### src/rtl/proximity_pkg.sv
// Shared types and constants for the ultrasonic distance filter slice.
package proximity_pkg;

  // Default sample width, in driver LSBs.
  localparam int unsigned DIST_W_DEF = 8;

  // A zero sample from the driver means no echo was received.
  localparam logic [DIST_W_DEF-1:0] NO_ECHO = '0;

  typedef enum logic [1:0] {
    IDLE = 2'd0,
    FAR  = 2'd1,
    NEAR = 2'd2
  } prox_state_t;

endpackage

### src/rtl/window_buffer.sv
// Circular sample buffer with a running sum for a power-of-2 moving average.
// Ports:
//   clk, reset   clock, synchronous active-high reset (clears buffer and sum)
//   wr_en        write a new sample this cycle
//   prefill      with wr_en: fill every slot with din (restart the window)
//   din          sample to write
//   sum_next_c   combinational sum including din; valid when wr_en is high
module window_buffer #(
  parameter int unsigned DIST_W      = 8,
  parameter int unsigned LOG2_WINDOW = 2
) (
  input  logic                          clk,
  input  logic                          reset,
  input  logic                          wr_en,
  input  logic                          prefill,
  input  logic [DIST_W-1:0]             din,
  output logic [DIST_W+LOG2_WINDOW-1:0] sum_next_c
);

  localparam int unsigned SUM_W = DIST_W + LOG2_WINDOW;
  localparam int unsigned DEPTH = 1 << LOG2_WINDOW;

  logic [DIST_W-1:0]      mem_q [DEPTH];
  logic [DIST_W-1:0]      mem_d [DEPTH];
  logic [LOG2_WINDOW-1:0] wr_ptr_q, wr_ptr_d;
  logic [SUM_W-1:0]       sum_q, sum_d;

  // New sum: prefill seeds the whole window; otherwise add new, drop oldest.
  always_comb begin
    if (prefill) begin
      sum_next_c = SUM_W'(din) << LOG2_WINDOW;
    end else begin
      sum_next_c = sum_q + SUM_W'(din) - SUM_W'(mem_q[wr_ptr_q]);
    end
  end

  // Buffer, pointer and sum updates.
  always_comb begin
    mem_d    = mem_q;
    wr_ptr_d = wr_ptr_q;
    sum_d    = sum_q;
    if (wr_en) begin
      if (prefill) begin
        for (int i = 0; i < int'(DEPTH); i++) begin
          mem_d[i] = din;
        end
        wr_ptr_d = '0;
      end else begin
        mem_d[wr_ptr_q] = din;
        wr_ptr_d        = wr_ptr_q + LOG2_WINDOW'(1);
      end
      sum_d = sum_next_c;
    end
  end

  always_ff @(posedge clk) begin
    if (reset) begin
      for (int i = 0; i < int'(DEPTH); i++) begin
        mem_q[i] <= '0;
      end
      wr_ptr_q <= '0;
      sum_q    <= '0;
    end else begin
      mem_q    <= mem_d;
      wr_ptr_q <= wr_ptr_d;
      sum_q    <= sum_d;
    end
  end

endmodule

### src/rtl/distance_filter.sv
// Moving-average filter for ultrasonic distance samples with a hysteretic
// NEAR/FAR flag and a stale-sensor timeout.
// Ports:
//   CLOCK_50     system clock
//   reset        synchronous, active-high
//   dist_in      raw sample (0 = no echo, discarded)
//   dist_valid   1-cycle strobe qualifying dist_in
//   avg_out      filtered distance
//   avg_valid    1-cycle strobe, avg_out updated
//   near         proximity flag (level)
//   near_rise    1-cycle pulse on entry to NEAR
//   stale        no accepted sample for STALE_CYCLES clocks
module distance_filter
  import proximity_pkg::*;
#(
  parameter int unsigned       DIST_W       = DIST_W_DEF,
  parameter int unsigned       LOG2_WINDOW  = 2,
  parameter logic [DIST_W-1:0] NEAR_ON      = DIST_W'(20),
  parameter logic [DIST_W-1:0] NEAR_OFF     = DIST_W'(30),
  parameter int unsigned       STALE_CYCLES = 75_000_000
) (
  input  logic              CLOCK_50,
  input  logic              reset,
  input  logic [DIST_W-1:0] dist_in,
  input  logic              dist_valid,
  output logic [DIST_W-1:0] avg_out,
  output logic              avg_valid,
  output logic              near,
  output logic              near_rise,
  output logic              stale
);

  localparam int unsigned SUM_W   = DIST_W + LOG2_WINDOW;
  localparam int unsigned TIMER_W = (STALE_CYCLES > 1) ? $clog2(STALE_CYCLES) : 1;
  localparam logic [TIMER_W-1:0] TIMEOUT_CNT = TIMER_W'(STALE_CYCLES - 1);

  prox_state_t         state_q, state_d;
  logic [DIST_W-1:0]   avg_out_q, avg_out_d;
  logic                avg_valid_q, avg_valid_d;
  logic                near_q, near_d;
  logic                near_rise_q, near_rise_d;
  logic                stale_q, stale_d;
  logic [TIMER_W-1:0]  timer_q, timer_d;

  logic                accept_c;
  logic                timeout_c;
  logic [SUM_W-1:0]    sum_next_c;
  logic [DIST_W-1:0]   avg_new_c;

  assign accept_c  = dist_valid && (dist_in != DIST_W'(NO_ECHO));
  // An accepted sample in the timeout cycle wins over the timeout.
  assign timeout_c = (timer_q == TIMEOUT_CNT) && !accept_c;
  assign avg_new_c = DIST_W'(sum_next_c >> LOG2_WINDOW);

  // IDLE means the window must restart from the next sample.
  window_buffer #(
    .DIST_W      (DIST_W),
    .LOG2_WINDOW (LOG2_WINDOW)
  ) u_window_buffer (
    .clk        (CLOCK_50),
    .reset      (reset),
    .wr_en      (accept_c),
    .prefill    (state_q == IDLE),
    .din        (dist_in),
    .sum_next_c (sum_next_c)
  );

  // Next-state, timer and output logic.
  always_comb begin
    state_d     = state_q;
    avg_out_d   = avg_out_q;
    avg_valid_d = 1'b0;
    near_rise_d = 1'b0;
    stale_d     = stale_q;
    timer_d     = timer_q;

    if (accept_c) begin
      timer_d     = '0;
      stale_d     = 1'b0;
      avg_out_d   = avg_new_c;
      avg_valid_d = 1'b1;
      unique case (state_q)
        IDLE: begin
          if (avg_new_c < NEAR_ON) begin
            state_d     = NEAR;
            near_rise_d = 1'b1;
          end else begin
            state_d = FAR;
          end
        end
        FAR: begin
          if (avg_new_c < NEAR_ON) begin
            state_d     = NEAR;
            near_rise_d = 1'b1;
          end
        end
        NEAR: begin
          if (avg_new_c >= NEAR_OFF) begin
            state_d = FAR;
          end
        end
        default: state_d = IDLE;
      endcase
    end else if (timeout_c) begin
      // Timer saturates here; the timeout simply re-asserts each cycle.
      stale_d = 1'b1;
      state_d = IDLE;
    end else begin
      timer_d = timer_q + TIMER_W'(1);
    end

    near_d = (state_d == NEAR);
  end

  always_ff @(posedge CLOCK_50) begin
    if (reset) begin
      state_q     <= IDLE;
      avg_out_q   <= '0;
      avg_valid_q <= 1'b0;
      near_q      <= 1'b0;
      near_rise_q <= 1'b0;
      stale_q     <= 1'b0;
      timer_q     <= '0;
    end else begin
      state_q     <= state_d;
      avg_out_q   <= avg_out_d;
      avg_valid_q <= avg_valid_d;
      near_q      <= near_d;
      near_rise_q <= near_rise_d;
      stale_q     <= stale_d;
      timer_q     <= timer_d;
    end
  end

  assign avg_out   = avg_out_q;
  assign avg_valid = avg_valid_q;
  assign near      = near_q;
  assign near_rise = near_rise_q;
  assign stale     = stale_q;

endmodule

### config.mk
export PLATFORM = sky130hd
export DESIGN_NAME = distance_filter
export DESIGN_NICKNAME = d
export VERILOG_FILES = /design/src/rtl/proximity_pkg.sv /design/src/rtl/window_buffer.sv /design/src/rtl/distance_filter.sv
export SDC_FILE = /design/constraint.sdc
export NUM_CORES = 1
export LEC_CHECK = 0
export BUFFER_PORTS_ARGS = -buffer_cell sky130_fd_sc_hd__buf_2
export CORE_ASPECT_RATIO = 0.75
export CORE_MARGIN = 3
export CORE_UTILIZATION = 55
export DETAILED_ROUTE_END_ITERATION = 7
export HOLD_SLACK_MARGIN = 0.12
export PLACE_DENSITY = 0.75
export SYNTH_ARGS = -nofsm -noshare
export SYNTH_HDL_FRONTEND = slang
export SYNTH_SLANG_ARGS = --single-unit
### constraint.sdc
create_clock -name CLOCK_50 -period 3.52 [get_ports CLOCK_50]
set_input_delay 0.352 -clock CLOCK_50 [delete_from_list [all_inputs] [get_ports CLOCK_50]]
set_output_delay 0.352 -clock CLOCK_50 [all_outputs]
set_load 0.05 [all_outputs]
# ---- Yosys cells after proc, flatten, opt, wreduce, memory -nomap -nowiden
# Cells that the tools add are included.
dict set report totals {
  latch_bits 0
  mem_count 0
  reg_bits 85
  output_inout_bits 12
  in_bits 11
  wordCells 54
  ramBits 0
  mem_bits_ro 0
}
dict set report classes {
  n_reduce_logical 9
  n_addsub 4
  mux 17
  multipliers 0
  div_mod_pow 0
  order_cmp 4
  n_eq_ne 4
  bitwise 3
  shifts 0
}
# op n
set ops {}
lappend ops {{$bwmux 32} 1}
lappend ops {{$mux 32} 1}
lappend ops {{$add 27x1->27 const B} 1}
lappend ops {{$eq 27x27->1 const B} 1}
lappend ops {{$mux 8} 3}
lappend ops {{$bmux 8 s2} 1}
lappend ops {{$demux 8 s2} 1}
lappend ops {{$mux 2} 6}
lappend ops {{$add 10x8->10} 1}
lappend ops {{$mux 10} 1}
lappend ops {{$sub 10x8->10} 1}
lappend ops {{$ge 8x5->1 const B} 1}
lappend ops {{$lt 8x5->1 const B} 1}
lappend ops {{$reduce_bool 8->1} 1}
lappend ops {{$pmux 2 s3} 1}
lappend ops {{$eq 2x2->1 const B} 2}
lappend ops {{$reduce_or 2->1} 2}
lappend ops {{$ge 3x3->1 const B} 1}
lappend ops {{$logic_and 1x1->1} 3}
lappend ops {{$lt 3x1->1 const B} 1}
lappend ops {{$not 2->3} 1}
lappend ops {{$reduce_or 3->1} 1}
lappend ops {{$add 2x1->2 const B} 1}
lappend ops {{$eq 2x1->1 const B} 1}
lappend ops {{other kinds (4)} 6}

# ---- Depth between registers and ports, before layout
dict set report logic_depth {
  word_depth 11
  mapped_depth 12
}

# ---- By module
# From an unflattened synthesis, not the netlist that was laid out.
dict set report unflattened {
  hier_cells 528
  hier_area_um2 4508.1
}
# module area_each_um2 seq_area_each_um2 instances cells_each
set by_module_without_submodules {}
lappend by_module_without_submodules {window_buffer 2616.3 880.8 1 314}
lappend by_module_without_submodules {distance_filter 1891.8 820.8 1 214}

# ---- Worst setup path before layout
# OpenSTA, ideal clock, no wires.
dict set report synth_timing {
  path_kind {register -> register}
  from {register u_window_buffer.wr_ptr_q[0]}
  to {register state_q[0]}
  synth_period_minus_slack_ns 3.845
  t_arrival_ns 3.766
  path_slack_ns -0.325
  stages_incl_launch_ff 12
  setup_ns 0.079
  cell_sequence {dfxtp_1 > buf_1 > mux4_2 > fa_1 > inv_1 > fa_1 > a211oi_1 > nor2_1 > o41ai_1 > a221oi_1 > or3_1 > o211ai_1}
}
dict set report synth_via {
  elab_chain_len 10
}
# item line_no
set synth_rtl {}
lappend synth_rtl {{from (decl)} window_buffer.sv:25} ;# logic [LOG2_WINDOW-1:0] wr_ptr_q, wr_ptr_d;
lappend synth_rtl {{from (signal assigned)} window_buffer.sv:65} ;# wr_ptr_q <= wr_ptr_d;
lappend synth_rtl {{$not 2->3 (implied by the code) (*)} window_buffer.sv:33} ;# sum_next_c = sum_q + SUM_W'(din) - SUM_W'(mem_q[wr_ptr_q]);
lappend synth_rtl {{$bmux 8 s2 (*)} window_buffer.sv:33}
lappend synth_rtl {{$mux 8 (implied by the code) (*) (2 in series)} window_buffer.sv:33}
lappend synth_rtl {{$sub 10x8->10 (*)} window_buffer.sv:33}
lappend synth_rtl {{$mux 10 (*)} window_buffer.sv:30} ;# if (prefill) begin
lappend synth_rtl {{$ge 8x5->1 / $lt 8x5->1 (equally long branches)} {distance_filter.sv:98, distance_filter.sv:84, distance_filter.sv:92}}
lappend synth_rtl {{$mux 2 (on tied branches)} {distance_filter.sv:98, distance_filter.sv:84, distance_filter.sv:92}}
lappend synth_rtl {{$pmux 2 s3 (*)} distance_filter.sv:82} ;# unique case (state_q)
lappend synth_rtl {{$mux 2 (*)} distance_filter.sv:77} ;# if (accept_c) begin
lappend synth_rtl {{to (signal assigned)} distance_filter.sv:125} ;# state_q <= state_d;
lappend synth_rtl {{to (decl)} distance_filter.sv:37} ;# prox_state_t state_q, state_d;
# Every way passes the cells marked *; elsewhere a longest branch is shown, timed or not. The select of a mux whose other input is x is not followed.
# A chain may end at the register's enable or synchronous reset.

# ---- Final worst setup path
# Same ends and word-level chain as after synthesis.

==> reports/metrics.cfg <==
[power]
vdd_drop_max_v=0.0003004
leakage_nw=1.775
power_density_nw_per_um2=586.2

[timing]
fmax_mhz=292.1
post-route-min-period_ps=3423
drv_slew=0
setup_viol=0
worst_pin_slew_ps=873.9
period_share=0.9726
hold_viol_final=0
max-slew-margin-rel=0.4174
fin_skew_ps=8.194

[routing]
wl_per_cell_um=15.58
via_per_inst=5.720
dr.first_iter.drc_count=308
ant_nets=0
num_vias=3598
drt-total-wl_um=9797
dr.pass1.iters=5
drcViolationCount=0

[cts]
root_buffer=clkbuf_8
clkTransAtPathRegs_ps=80
cts-buffers-inserted=9
cts_sinks=77
cts_tree=done
htreeDepth=3
worstSkewPairLatency_ps=360
post_cts_hold_buffer_count=0
clk_path_buf_depth=2

[placement]
place_inst=613
dp_hpwl_um=7033
placed_area_um2=4414
portBuffers=22
gp_congestion=0.8410

[critical_path]
critPathRequiredTime_ps=3810
reg2regPathDepth=12
reg2reg_slack_ps=100
startpoint_type=register
worstSetupEndpointType=register
criticalPathCategory=register to register
rr_startpoint=u_window_buffer.wr_ptr_q[0]
r2r_end=state_q[0]
arrival_ps=3720
cp_max_fo=4

[logic_synthesis]
synthesis.area_um2=4220
yosys_warnings=0
synthMostInstantiatedCell=nor2_1
synth.top_cells.by_count=105 x nor2_1, 77 x dfxtp_1, 44 x a21oi_1, 41 x inv_1, 28 x nand2_1
synthCells=507
synth_area_leaders=dfxtp_1 37%, nor2_1 9.3%, xnor2_1 5.4%
synth_top_cell_area_share=0.3653
synth-seq-cells=77
synthDistinctLibCells=51
syn-num-nets=541
ys.flop_type=dfxtp_1
synth-edff-count=0
synth-async-reset-ratio=0
syn_area_per_cell_um2=8.324
yosys.area.top_type=dfxtp_1
yosysSeqAreaShare=0.3653

[job]
cap_violations=0

[global_routing]
grt_max_degree=48
gr-usage-all-layers=0.2418
grt_pass1_wl_um=16510
grt_overflow=0
antenna_found_initial=0
grt_pass1_vias=3411

[die]
core_area_um2=7124
dieArea_um2=8771
die_w_um=107.2
die_h_um=81.86
rows=26
initial_core_util=0.5924
pin_count=23

[finish]
finish.instance_area_um2=4706
nFillCells=609
multi_input_area_um2=2440
drive_gt1_frac=0.1620
fin_nets=560
diodes=0
seqCellArea_um2=1545
area_delta_synth_final_pct=11.50
fin_cells=629

[hold_path]
hold_depth=3
worstHoldPathType=input pin to register
hold_start=dist_in[0]
min_to=u_window_buffer.mem_q[24]

[run_status]
status=finished, final reports clean

metal layers:
metal,global-route usage,share of wire
met1,0.3433,0.49
met2,0.3683,0.44
met4,0.07280,0.012
met5,0,0
met3,0.05577,0.067
worst max path at each step:
| stage | from | to | slack [ps] |
|---|---|---|---|
| after CTS | u_window_buffer.wr_ptr_q[0] | state_q[0] | 6 |
| after global routing | u_window_buffer.wr_ptr_q[0] | state_q[0] | -30 |
| after detailed placement | u_window_buffer.wr_ptr_q[0] | near_rise | -60 |
| final | u_window_buffer.wr_ptr_q[0] | state_q[0] | 100 |
| after floorplan | u_window_buffer.wr_ptr_q[0] | state_q[0] | 60 |
| after global placement | u_window_buffer.wr_ptr_q[0] | state_q[0] | 40 |
cells in the final DEF, fill, tap and decap left out, types with 3 or more instances in the layout:
master    count
or2_2         4
nor2_1      105
or3_1         5
mux2i_1       5
a31oi_1       3
inv_1        41
xnor2_1      26
dfxtp_1      76
a211oi_1      5
buf_4        15
nand3_1      11
o21a_1        4
o211ai_1      5
nand4_1       4
nor4_1        5
mux4_2        8
o21ai_2       4
clkbuf_8     11
fa_1          7
o21ai_0       8
nor3b_1       3
ha_1         12
a21oi_1      43
nand2_1      28
nor3_1       19
ha_4          3
nor4b_1       6
buf_2        22
power breakdown:
part	switching (W)	internal (W)	leakage [nW]	total [W]
sequential	0.0000500	0.000943	0.629	0.000993
combinational	0.000645	0.000413	1.04	0.00106
clock	0.000342	0.000366	0.102	0.000708
total	0.00104	0.00172	1.77	0.00276
cell type report:
type / instances / area share
repair buffers: 38 / 0.04972
clock inverters: 5 / 0.01250
clock buffers: 11 / 0.03217
well taps: 98 / 0.02606
inverters: 41 / 0.03270
multi-input cells: 359 / 0.5185
flip-flops and latches: 77 / 0.3284
state kept, by name, indices dropped and copies added, names as in the netlist:
register and flops:
u_window_buffer.mem_q 32, timer_q 27, avg_out 8, state_q 2
u_window_buffer.sum_q 2, u_window_buffer.wr_ptr_q 2, avg_valid 1, near 1
near_rise 1, stale 1
per-stage QoR:
stage          total power (W)    util  setup WS [ps]  setup TNS (ps)  hold slack (ps)
2_1_floorplan         0.001746       -          55.34               0            431.9
3_3_place_gp          0.001944  0.6196          35.42               0            433.5
3_5_place_dp          0.001966  0.6196         -59.35          -122.8            437.7
4_1_cts               0.002685  0.6502          5.777               0            321.1
5_1_grt               0.002922  0.6605         -32.44          -32.44            370.8
6_report              0.002759  0.6605          96.62               0            369.7
critical path: stages, from the launching register on:
cell and delay (ps):
dfxtp_4 380, buf_4 120, mux4_2 490, ha_1 280, inv_1 40, ha_1 200, fa_2 390, a211oi_4 320
nor2_1 140, o41ai_2 390, a221oi_1 150, or3_1 370, o211ai_1 80
timing repair:
item                       4_1_cts  5_1_grt
pin swaps                        0        1
gates cloned                     0        0
gates resized for setup          3       13
setup endpoints to repair        4        5
setup buffers                    0        0
cell families (layout without fill, tap and decap cells):
family | count (synthesis) | count (layout) | share of synthesized area
AOI/OAI and AO/OA | 93 | 93 | 0.1382
xor gates and xnor gates | 27 | 27 | 0.05603
adders and majority gates | 23 | 23 | 0.08242
buffers and inverters | 71 | 95 | 0.07708
DFF | 77 | 77 | 0.3653
muxes | 13 | 13 | 0.05455
and+or+nand+nor | 203 | 203 | 0.2265
Note: power is estimated with default switching activity, not from simulation.
